`src/rtl/uart_frame_parser_pkg.sv`:
```
// Shared constants and types for the UART command-frame parser:
// default frame parameters, error codes and FSM state encoding.
package uart_frame_parser_pkg;

  localparam logic [7:0]  SOF_DEFAULT     = 8'hAA;
  localparam int unsigned MAX_LEN_DEFAULT = 16;
  localparam int unsigned TIMEOUT_DEFAULT = 8680;

  typedef enum logic [2:0] {
    ERR_NONE    = 3'd0,
    ERR_LEN     = 3'd1,
    ERR_CHK     = 3'd2,
    ERR_TIMEOUT = 3'd3,
    ERR_OVERRUN = 3'd4
  } err_code_e;

  typedef enum logic [2:0] {
    ST_IDLE,
    ST_CMD,
    ST_LEN,
    ST_PAYLOAD,
    ST_CHK,
    ST_HOLD
  } state_e;

endpackage

```
`src/rtl/uart_frame_parser_buf.sv`:
```
// Payload buffer: DEPTH x WIDTH register file, one write port and one
// registered read port (1-cycle latency).
module uart_frame_parser_buf #(
  parameter  int unsigned DEPTH = 16,
  parameter  int unsigned WIDTH = 8,
  localparam int unsigned AW    = $clog2(DEPTH)
) (
  input  logic             clk,
  input  logic             rst,
  input  logic             we_i,
  input  logic [AW-1:0]    waddr_i,
  input  logic [WIDTH-1:0] wdata_i,
  input  logic [AW-1:0]    raddr_i,
  output logic [WIDTH-1:0] rdata_o
);

  logic [WIDTH-1:0] mem_q [DEPTH];
  logic [WIDTH-1:0] rdata_q;

  // Storage write; contents survive reset.
  // NOTE: the array has no reset so it maps to plain storage; readers never
  // rely on its contents before a frame has written them.
  always_ff @(posedge clk) begin
    if (we_i) mem_q[waddr_i] <= wdata_i;
  end

  // Registered read port.
  // NOTE: sequential state uses non-blocking assignments so every flop
  // samples pre-edge values and simulation matches the synthesized netlist.
  always_ff @(posedge clk or posedge rst) begin
    if (rst) rdata_q <= '0;
    else     rdata_q <= mem_q[raddr_i];
  end

  assign rdata_o = rdata_q;

endmodule

```
`src/rtl/uart_frame_parser.sv`:
```
// Assembles SOF/CMD/LEN/payload/CHK frames from UART bytes, validates
// length and XOR checksum, and holds the decoded frame until acknowledged.
module uart_frame_parser
  import uart_frame_parser_pkg::*;
#(
  parameter  logic [7:0]  SOF_BYTE       = SOF_DEFAULT,
  parameter  int unsigned MAX_LEN        = MAX_LEN_DEFAULT,
  parameter  int unsigned TIMEOUT_CYCLES = TIMEOUT_DEFAULT,
  localparam int unsigned LEN_W          = $clog2(MAX_LEN + 1),
  localparam int unsigned ADDR_W         = $clog2(MAX_LEN)
) (
  input  logic              clk,
  input  logic              rst,
  input  logic [7:0]        rx_data,
  input  logic              rx_done,
  output logic              rx_arm,
  output logic              frame_valid,
  output logic [7:0]        frame_cmd,
  output logic [LEN_W-1:0]  frame_len,
  input  logic              frame_ack,
  input  logic [ADDR_W-1:0] rd_addr,
  output logic [7:0]        rd_data,
  output logic              err,
  output logic [2:0]        err_code
);

  localparam int unsigned    CNT_W   = $clog2(TIMEOUT_CYCLES + 1);
  localparam logic [CNT_W-1:0] TO_LAST = CNT_W'(TIMEOUT_CYCLES - 1);

  state_e            state_q, state_d;
  logic              done_q;
  logic [CNT_W-1:0]  cnt_q, cnt_d;
  logic [7:0]        chk_q, chk_d;
  logic [7:0]        cmd_q, cmd_d;
  logic [LEN_W-1:0]  len_q, len_d;
  logic [ADDR_W-1:0] idx_q, idx_d;
  logic              err_q, err_d;
  err_code_e         err_code_q, err_code_d;

  logic byte_stb;
  logic in_frame;
  logic timeout;
  logic buf_we;

  assign byte_stb = rx_done & ~done_q;
  assign in_frame = (state_q == ST_CMD) || (state_q == ST_LEN) ||
                    (state_q == ST_PAYLOAD) || (state_q == ST_CHK);
  // A strobe in the same cycle restarts the count instead of timing out.
  assign timeout  = in_frame && !byte_stb && (cnt_q == TO_LAST);

  // State, datapath and error registers.
  always_ff @(posedge clk or posedge rst) begin
    if (rst) begin
      state_q    <= ST_IDLE;
      done_q     <= 1'b0;
      cnt_q      <= '0;
      chk_q      <= '0;
      cmd_q      <= '0;
      len_q      <= '0;
      idx_q      <= '0;
      err_q      <= 1'b0;
      err_code_q <= ERR_NONE;
    end else begin
      state_q    <= state_d;
      done_q     <= rx_done;
      cnt_q      <= cnt_d;
      chk_q      <= chk_d;
      cmd_q      <= cmd_d;
      len_q      <= len_d;
      idx_q      <= idx_d;
      err_q      <= err_d;
      err_code_q <= err_code_d;
    end
  end

  // Next-state logic: frame sequencing, checksum, timeout and error reporting.
  always_comb begin
    // NOTE: every variable gets a default before the case so no path can
    // leave one unassigned and infer a latch.
    state_d    = state_q;
    cnt_d      = (byte_stb || !in_frame) ? '0 : cnt_q + CNT_W'(1);
    chk_d      = chk_q;
    cmd_d      = cmd_q;
    len_d      = len_q;
    idx_d      = idx_q;
    err_d      = 1'b0;
    err_code_d = err_code_q;
    buf_we     = 1'b0;

    case (state_q)
      ST_IDLE: begin
        if (byte_stb && rx_data == SOF_BYTE) state_d = ST_CMD;
      end
      ST_CMD: begin
        if (byte_stb) begin
          cmd_d   = rx_data;
          chk_d   = rx_data;
          state_d = ST_LEN;
        end
      end
      ST_LEN: begin
        if (byte_stb) begin
          if (32'(rx_data) > MAX_LEN) begin
            err_d      = 1'b1;
            err_code_d = ERR_LEN;
            state_d    = ST_IDLE;
          end else begin
            len_d   = rx_data[LEN_W-1:0];
            chk_d   = chk_q ^ rx_data;
            idx_d   = '0;
            state_d = (rx_data == 8'd0) ? ST_CHK : ST_PAYLOAD;
          end
        end
      end
      ST_PAYLOAD: begin
        if (byte_stb) begin
          buf_we = 1'b1;
          chk_d  = chk_q ^ rx_data;
          idx_d  = idx_q + ADDR_W'(1);
          if (LEN_W'(idx_q) == len_q - LEN_W'(1)) state_d = ST_CHK;
        end
      end
      ST_CHK: begin
        if (byte_stb) begin
          if (rx_data == chk_q) begin
            state_d = ST_HOLD;
          end else begin
            err_d      = 1'b1;
            err_code_d = ERR_CHK;
            state_d    = ST_IDLE;
          end
        end
      end
      ST_HOLD: begin
        // A byte arriving while a frame is held is lost, even if the ack
        // lands in the same cycle.
        if (byte_stb) begin
          err_d      = 1'b1;
          err_code_d = ERR_OVERRUN;
        end
        if (frame_ack) state_d = ST_IDLE;
      end
      default: state_d = ST_IDLE;
    endcase

    if (timeout) begin
      err_d      = 1'b1;
      err_code_d = ERR_TIMEOUT;
      state_d    = ST_IDLE;
    end
  end

  uart_frame_parser_buf #(
    .DEPTH (MAX_LEN),
    .WIDTH (8)
  ) u_buf (
    .clk     (clk),
    .rst     (rst),
    .we_i    (buf_we),
    .waddr_i (idx_q),
    .wdata_i (rx_data),
    .raddr_i (rd_addr),
    .rdata_o (rd_data)
  );

  assign rx_arm      = (state_q != ST_HOLD);
  assign frame_valid = (state_q == ST_HOLD);
  assign frame_cmd   = cmd_q;
  assign frame_len   = len_q;
  assign err         = err_q;
  assign err_code    = err_code_q;

endmodule

```
`config.mk`:
```
export PLATFORM = sky130hd
export DESIGN_NAME = uart_frame_parser
export DESIGN_NICKNAME = d
export VERILOG_FILES = /design/src/rtl/uart_frame_parser_pkg.sv /design/src/rtl/uart_frame_parser_buf.sv /design/src/rtl/uart_frame_parser.sv
export SDC_FILE = /design/constraint.sdc
export NUM_CORES = 1
export LEC_CHECK = 0
export BUFFER_PORTS_ARGS = -buffer_cell sky130_fd_sc_hd__buf_2
export CORE_MARGIN = 5
export CORE_UTILIZATION = 60
export CTS_CLUSTER_SIZE = 16
export DETAILED_ROUTE_END_ITERATION = 16
export PLACE_DENSITY = 0.83
export SYNTH_ARGS = -nofsm -noshare
export SYNTH_HDL_FRONTEND = slang
export SYNTH_HIERARCHICAL = 1
export SYNTH_SLANG_ARGS = --single-unit
```
`constraint.sdc`:
```
create_clock -name clk -period 5.06 [get_ports clk]
set_input_delay 0.253 -clock clk [delete_from_list [all_inputs] [get_ports clk]]
set_output_delay 0.253 -clock clk [all_outputs]
set_load 0.1 [all_outputs]
```
After elaboration in Yosys (flattened, before gate mapping)
Memory sizes are Yosys's and may differ from the RTL's. A register that Yosys moved wholly into a read port is not among the register bits.
Cells that the tools add are included.
{"block": "word_totals", "output_inout_bits": 27, "memories": 1, "wordCells": 101, "in_bits": 16, "register_bits": 47, "ramBits": 128}
{"block": "op_classes", "n_lt_le_gt_ge": 1, "reduce_logical": 20, "muxes": 39, "n_eq_ne": 24, "n_addsub": 3, "n_bitwise": 4}
{"name": "u_buf.mem_q", "depth": 16, "width": 8, "rd": 1, "rd_ports_with_merged_regs": 1, "write_ports": 1, "line": "uart_frame_parser_buf.sv:17", "source": "logic [WIDTH-1:0] mem_q [DEPTH];"}
{"cell": "2-to-1 mux 3 bit", "count": 17}
{"cell": "2-to-1 mux 8 bit", "count": 4}
{"cell": "one-hot mux 8 bit (3 select lines)", "count": 1}
{"cell": "!= test 3 bit, second input constant", "count": 7}
{"cell": "one-hot mux 3 bit (6 select lines)", "count": 1}
{"cell": "adder 14 x 1 -> 14 bit, second input constant", "count": 1}
{"cell": "equality test 14 bit, second input constant", "count": 1}
{"cell": "2-to-1 mux 14 bit", "count": 1}
{"cell": "2-to-1 mux 4 bit", "count": 3}
{"cell": "2-to-1 mux 1 bit", "count": 9}
{"cell": "one-hot mux 3 bit (3 select lines)", "count": 1}
{"cell": "equality test 8 bit", "count": 1}
{"cell": "equality test 8 bit, second input constant", "count": 1}
{"cell": "greater-than comparator 8 x 5 -> 1 bit, second input constant", "count": 1}
{"cell": "zero test 8 bit", "count": 1}
{"cell": "!= test 2 bit, second input constant", "count": 4}
{"cell": "one-hot mux 4 bit (2 select lines)", "count": 1}
{"cell": "XOR 8 bit", "count": 1}
{"cell": "AND reduction 7 bit", "count": 1}
{"cell": "equality test 3 x 2 -> 1 bit, second input constant", "count": 2}
{"cell": "equality test 3 bit, second input constant", "count": 2}
{"cell": "!= test 3 x 1 -> 1 bit, second input constant", "count": 2}
{"cell": "!= test 3 x 2 -> 1 bit, second input constant", "count": 2}
{"cell": "AND reduction 6 bit", "count": 1}
{"cell": "18 further kinds", "count": 25}

Logic depth before layout (Yosys ltp)
{"block": "depth", "depth_word": 8, "ltp_mapped": 8}

Hierarchy
The synthesis kept the hierarchy.
{"mod": "uart_frame_parser_buf", "n_inst": 1, "cells_each": 230, "seq_area_each_um2": 4043.9, "area_each_um2": 5191.2}
{"mod": "uart_frame_parser", "n_inst": 1, "cells_each": 247, "seq_area_each_um2": 1176.1, "area_each_um2": 2482.4}

Worst setup path after synthesis
No wires, ideal clock.
{"block": "synth_path", "path_kind": "reg-to-reg", "startpoint": "register state_q[2]", "endpoint": "memory u_buf.mem_q[0][0] (enable)", "arrival_ps": 2487, "t_required_ps": 4677, "period_less_slack_ps": 2871, "setup_slack_ps": 2189, "path_stages_with_launch": 8, "setup_time_ps": 383, "cell_sequence": "dfrtp_1 -> buf_2 -> nand2b_1 -> or2_2 -> clkbuf_1 -> nor2_1 -> or3b_2 -> nor3_1"}
{"block": "synth_via", "elab_chain_len": 4}
{"element": "start, declared", "line": "uart_frame_parser.sv:30", "source": "state_e state_q, state_d;"}
{"element": "start signal, assigned", "line": "uart_frame_parser.sv:64", "source": "state_q <= state_d;"}
{"element": "equality test 3 x 2 -> 1 bit", "line": "uart_frame_parser.sv:90", "source": "case (state_q)"}
{"element": "2-to-1 mux 1 bit", "line": "uart_frame_parser.sv:90"}
{"element": "named net buf_we", "line": "uart_frame_parser.sv:43", "source": "logic buf_we;"}
{"element": "2-to-1 mux 1 bit", "line": "uart_frame_parser_buf.sv:24", "source": "if (we_i) mem_q[waddr_i] <= wdata_i;"}
{"element": "2-to-1 mux 1 bit (not written as such)", "line": "uart_frame_parser_buf.sv:24"}
{"element": "end, declared", "line": "uart_frame_parser_buf.sv:17"}
The timed path passes the listed nets, and every way through them passes these cells.

Final worst setup path
{"block": "layout_path", "startpoint": "register state_q[1]", "endpoint": "memory u_buf.mem_q[0][3] (enable)"}
The elaborated chain is that of the path after synthesis.

==> metrics.yaml <==
grt_pass1_wl_um: 24180
cts-resized-gates: 0
cap_viol_max_count: 0
h-tree-depth: 4
async_flop_share_pct: 30.05
nets: 537
mostFrequentLayoutCells: "128 x edfxtp_1, 55 x dfrtp_1, 42 x buf_2"
synth_top_family_by_area: "multiplexers"
pwr_density_cell_nw_per_um2: 492.6
insertion_delay_ns: 0.43
switching_share_pct: 35.74
synth_simple_gate_area_share_pct: 8.153
crit_required_ns: 5.11
worstSetupPathType: "reg2reg"
ios: 43
detail_route.wirelength_um: 15170
syn_to_final_growth_pct: 11.56
crit_path_max_fanout: 12
drc: 0
p_switching_w: 0.001507
cts.reportedPaths.clkPinSlew_ns: 0.07
yosys_warnings: 6
r2r_slack_ns: 1.77
period_share_pct: 65.07
num_vias: 4424
slew-limit-headroom_pct: 15.75
diodes: 0
synth_compound_area_share_pct: 6.359
setup_violations: 0
synthMuxAreaShare_pct: 12.10
slew_viol_final: 0
synth_cell_types: 54
clock_sinks: 183
max-vdd-ir-drop_mv: 0.4369
worst_pin_slew_ns: 1.254
tns_ns: 0
routabilityCongestion: 0.8583
grt.overflow.total: 0
ys_seq_area_share_pct: 68.03
die_w_um: 123.1
synthAdderAreaFrac_pct: 0.4892
cts_tree: "done"
die_h_um: 123.1
port_buffers: 42
leakage_nw: 3.151
dpl.hpwl_um: 9483
end_kind: "flop"
fin_crit_ns: 3.292
rsz0062_at_grt: "false"
hold_ws_ns: 0.1974
cts_buffers: 17
outcome: "finished clean"
grt_pass1_vias: 4347
wl_per_cell_um: 21.57
p_clk_share_pct: 30.6
synthXorXnorAreaFrac_pct: 2.625
synth-seq-cells: 183
p_int_w: 0.002710
drtIter0Drc: 428
syn_avg_cell_area_um2: 16.09
syn_nets: 496
synth-main-ff-cell: "edfxtp_1"
core-area_um2: 12570
ant_nets: 0
cts_max_path_buffers: 2
synth_edf_count: 128
start_util_pct: 61.06
power_frac_comb_pct: 24.8
holdCritPathClass: "in2reg"
globalRouteTotalUtil_pct: 21.67
finClkSkew_ns: 0.007803
fill_cells: 813
hold_viol_final: 0
drt_pass1_iterations: 5
dieArea_um2: 15150
syn_inst: 477
via_per_inst: 6.293
netlist_area_um2: 7674
cp-start-kind: "flop"
arrival_ns: 3.34
root_buffer: "clkbuf_16"
mostFrequentLayoutCell: "edfxtp_1"
drive_gt1_share_pct: 21.09
max_clock_freq_mhz: 303.7
grt_max_degree: 48
antenna_found_initial: 0
rows: 41
p_seq_share_pct: 44.6
==> cell usage after synthesis, types with 2 or more instances <==
cell	number	area (um^2)
inv_1	9	33.78
nand2_1	22	82.58
or2_2	2	12.51
or3_1	2	12.51
o21ai_0	14	70.07
clkbuf_1	8	30.03
xnor2_1	10	87.58
mux2_2	12	135.1
o311ai_0	2	17.52
mux4_1	14	367.9
a31oi_1	2	12.51
a211oi_1	2	15.01
buf_4	2	15.01
edfxtp_1	128	3844
nand2b_1	6	37.54
a22o_1	10	87.58
or4_1	2	15.01
dfrtp_1	55	1376
o21ai_1	6	30.03
nor3_1	10	50.05
a21oi_1	2	10.01
o211ai_1	2	15.01
nor4_1	3	18.77
o31ai_1	2	15.01
and3_1	4	25.02
xor2_1	13	113.9
nor3_2	2	20.02
mux2i_1	2	20.02
buf_6	3	33.78
and2_1	3	18.77
nand3b_1	4	30.03
nor2b_1	12	75.07
clkdlybuf4s25_2	3	30.03
mux4_2	18	405.4
nor2_1	37	138.9
nand3_1	9	45.04
buf_2	6	30.03
a22oi_1	16	120.1
ha_1	3	37.54
==> layout make-up <==
cell class              count  area (um^2)  area share, %
clock buffers              17        425.4          4.969
flip-flops and latches    183         5220          60.98
clock inverters            15        155.1          1.812
multi-input cells         263         2281          26.64
repair buffers             44        230.2          2.689
well taps                 172        215.2          2.514
inverters                   9        33.78         0.3946
==> logic make-up (layout without fill, tap and decap cells) <==
group           count (synthesis)  count (layout)
mux                            46              46
xor+xnor                       23              23
compound gates                 68              68
simple gates                  123             123
flops                         183             183
buf+inv                        31              85
fa+ha+maj                       3               3
==> worst max-delay path: stages, from the launching register on <==
cell,delay (ns)
dfrtp_1,0.54
nand2b_1,0.17
or2_2,0.41
nor2_1,0.39
or3b_2,0.55
nor3_1,0.85
==> worst paths after layout <==
kind | end | depth (start not counted) | from
min in group asynchronous | u_buf/rdata_o[2]$_DFF_PP0_ | 3 | rst
max | u_buf/mem_q[0][3]$_DFFE_PP_ | 5 | state_q[1]$_DFFE_PP0P_
max reg2reg | u_buf/mem_q[0][3]$_DFFE_PP_ | 5 | state_q[1]$_DFFE_PP0P_
min reg2reg | cnt_q[0]$_DFF_PP0_ | 1 | cnt_q[0]$_DFF_PP0_
max in group asynchronous | cnt_q[9]$_DFF_PP0_ | 3 | rst
min | state_q[2]$_DFFE_PP0P_ | 4 | frame_ack
==> stage by stage <==
step                      setup slack, ns  cells  utilization (%)  instance area, um^2  total power [W]
final                               1.768    703            68.11                 8561         0.004217
after global routing                1.656    703            68.11                 8561         0.004394
after CTS                           1.772    703            68.11                 8561         0.004234
after detailed placement            1.780    669            63.33                 7960         0.002947
after global placement              2.003    669            63.33                 7960         0.002920
after floorplan                     2.189    477                -                 7674         0.002744
==> layer usage <==
| metal | part of all wire, % | routed length (um) | GRT usage [%] |
|---|---|---|---|
| met1 | 42 | 6371 | 30.56 |
| met2 | 50 | 7616 | 34.44 |
| met3 | 6.3 | 962 | 4.941 |
| met4 | 1.4 | 214 | 6.505 |
| met5 | 0 | 0 | 0 |
==> registers in the layout, summed over array words and instances, names as in the netlist, 3 cells and up <==
register	count
u_buf/mem_q	128
cnt_q	14
chk_q	8
frame_cmd	8
u_buf/rdata_o	8
frame_len	5
idx_q	4
err_code	3
state_q	3
==> power by group through the flow <==
| stage | Sequential (W) | Combinational, W | Clock [W] |
|---|---|---|---|
| floorplan | 0.00229 | 0.000456 | 0 |
| global placement | 0.00190 | 0.00102 | 0 |
| detailed placement | 0.00191 | 0.00104 | 0 |
| CTS | 0.00188 | 0.00105 | 0.00131 |
| global route | 0.00190 | 0.00111 | 0.00138 |
| finish | 0.00188 | 0.00104 | 0.00129 |
==> timing repair <==
item | 4_1_cts | 5_1_grt
setup buffers | 0 | 0
endpoints found under the hold margin | 9 | 0
hold buffers | 2 | 0
No activity file was read; power rests on OpenSTA's default activity.
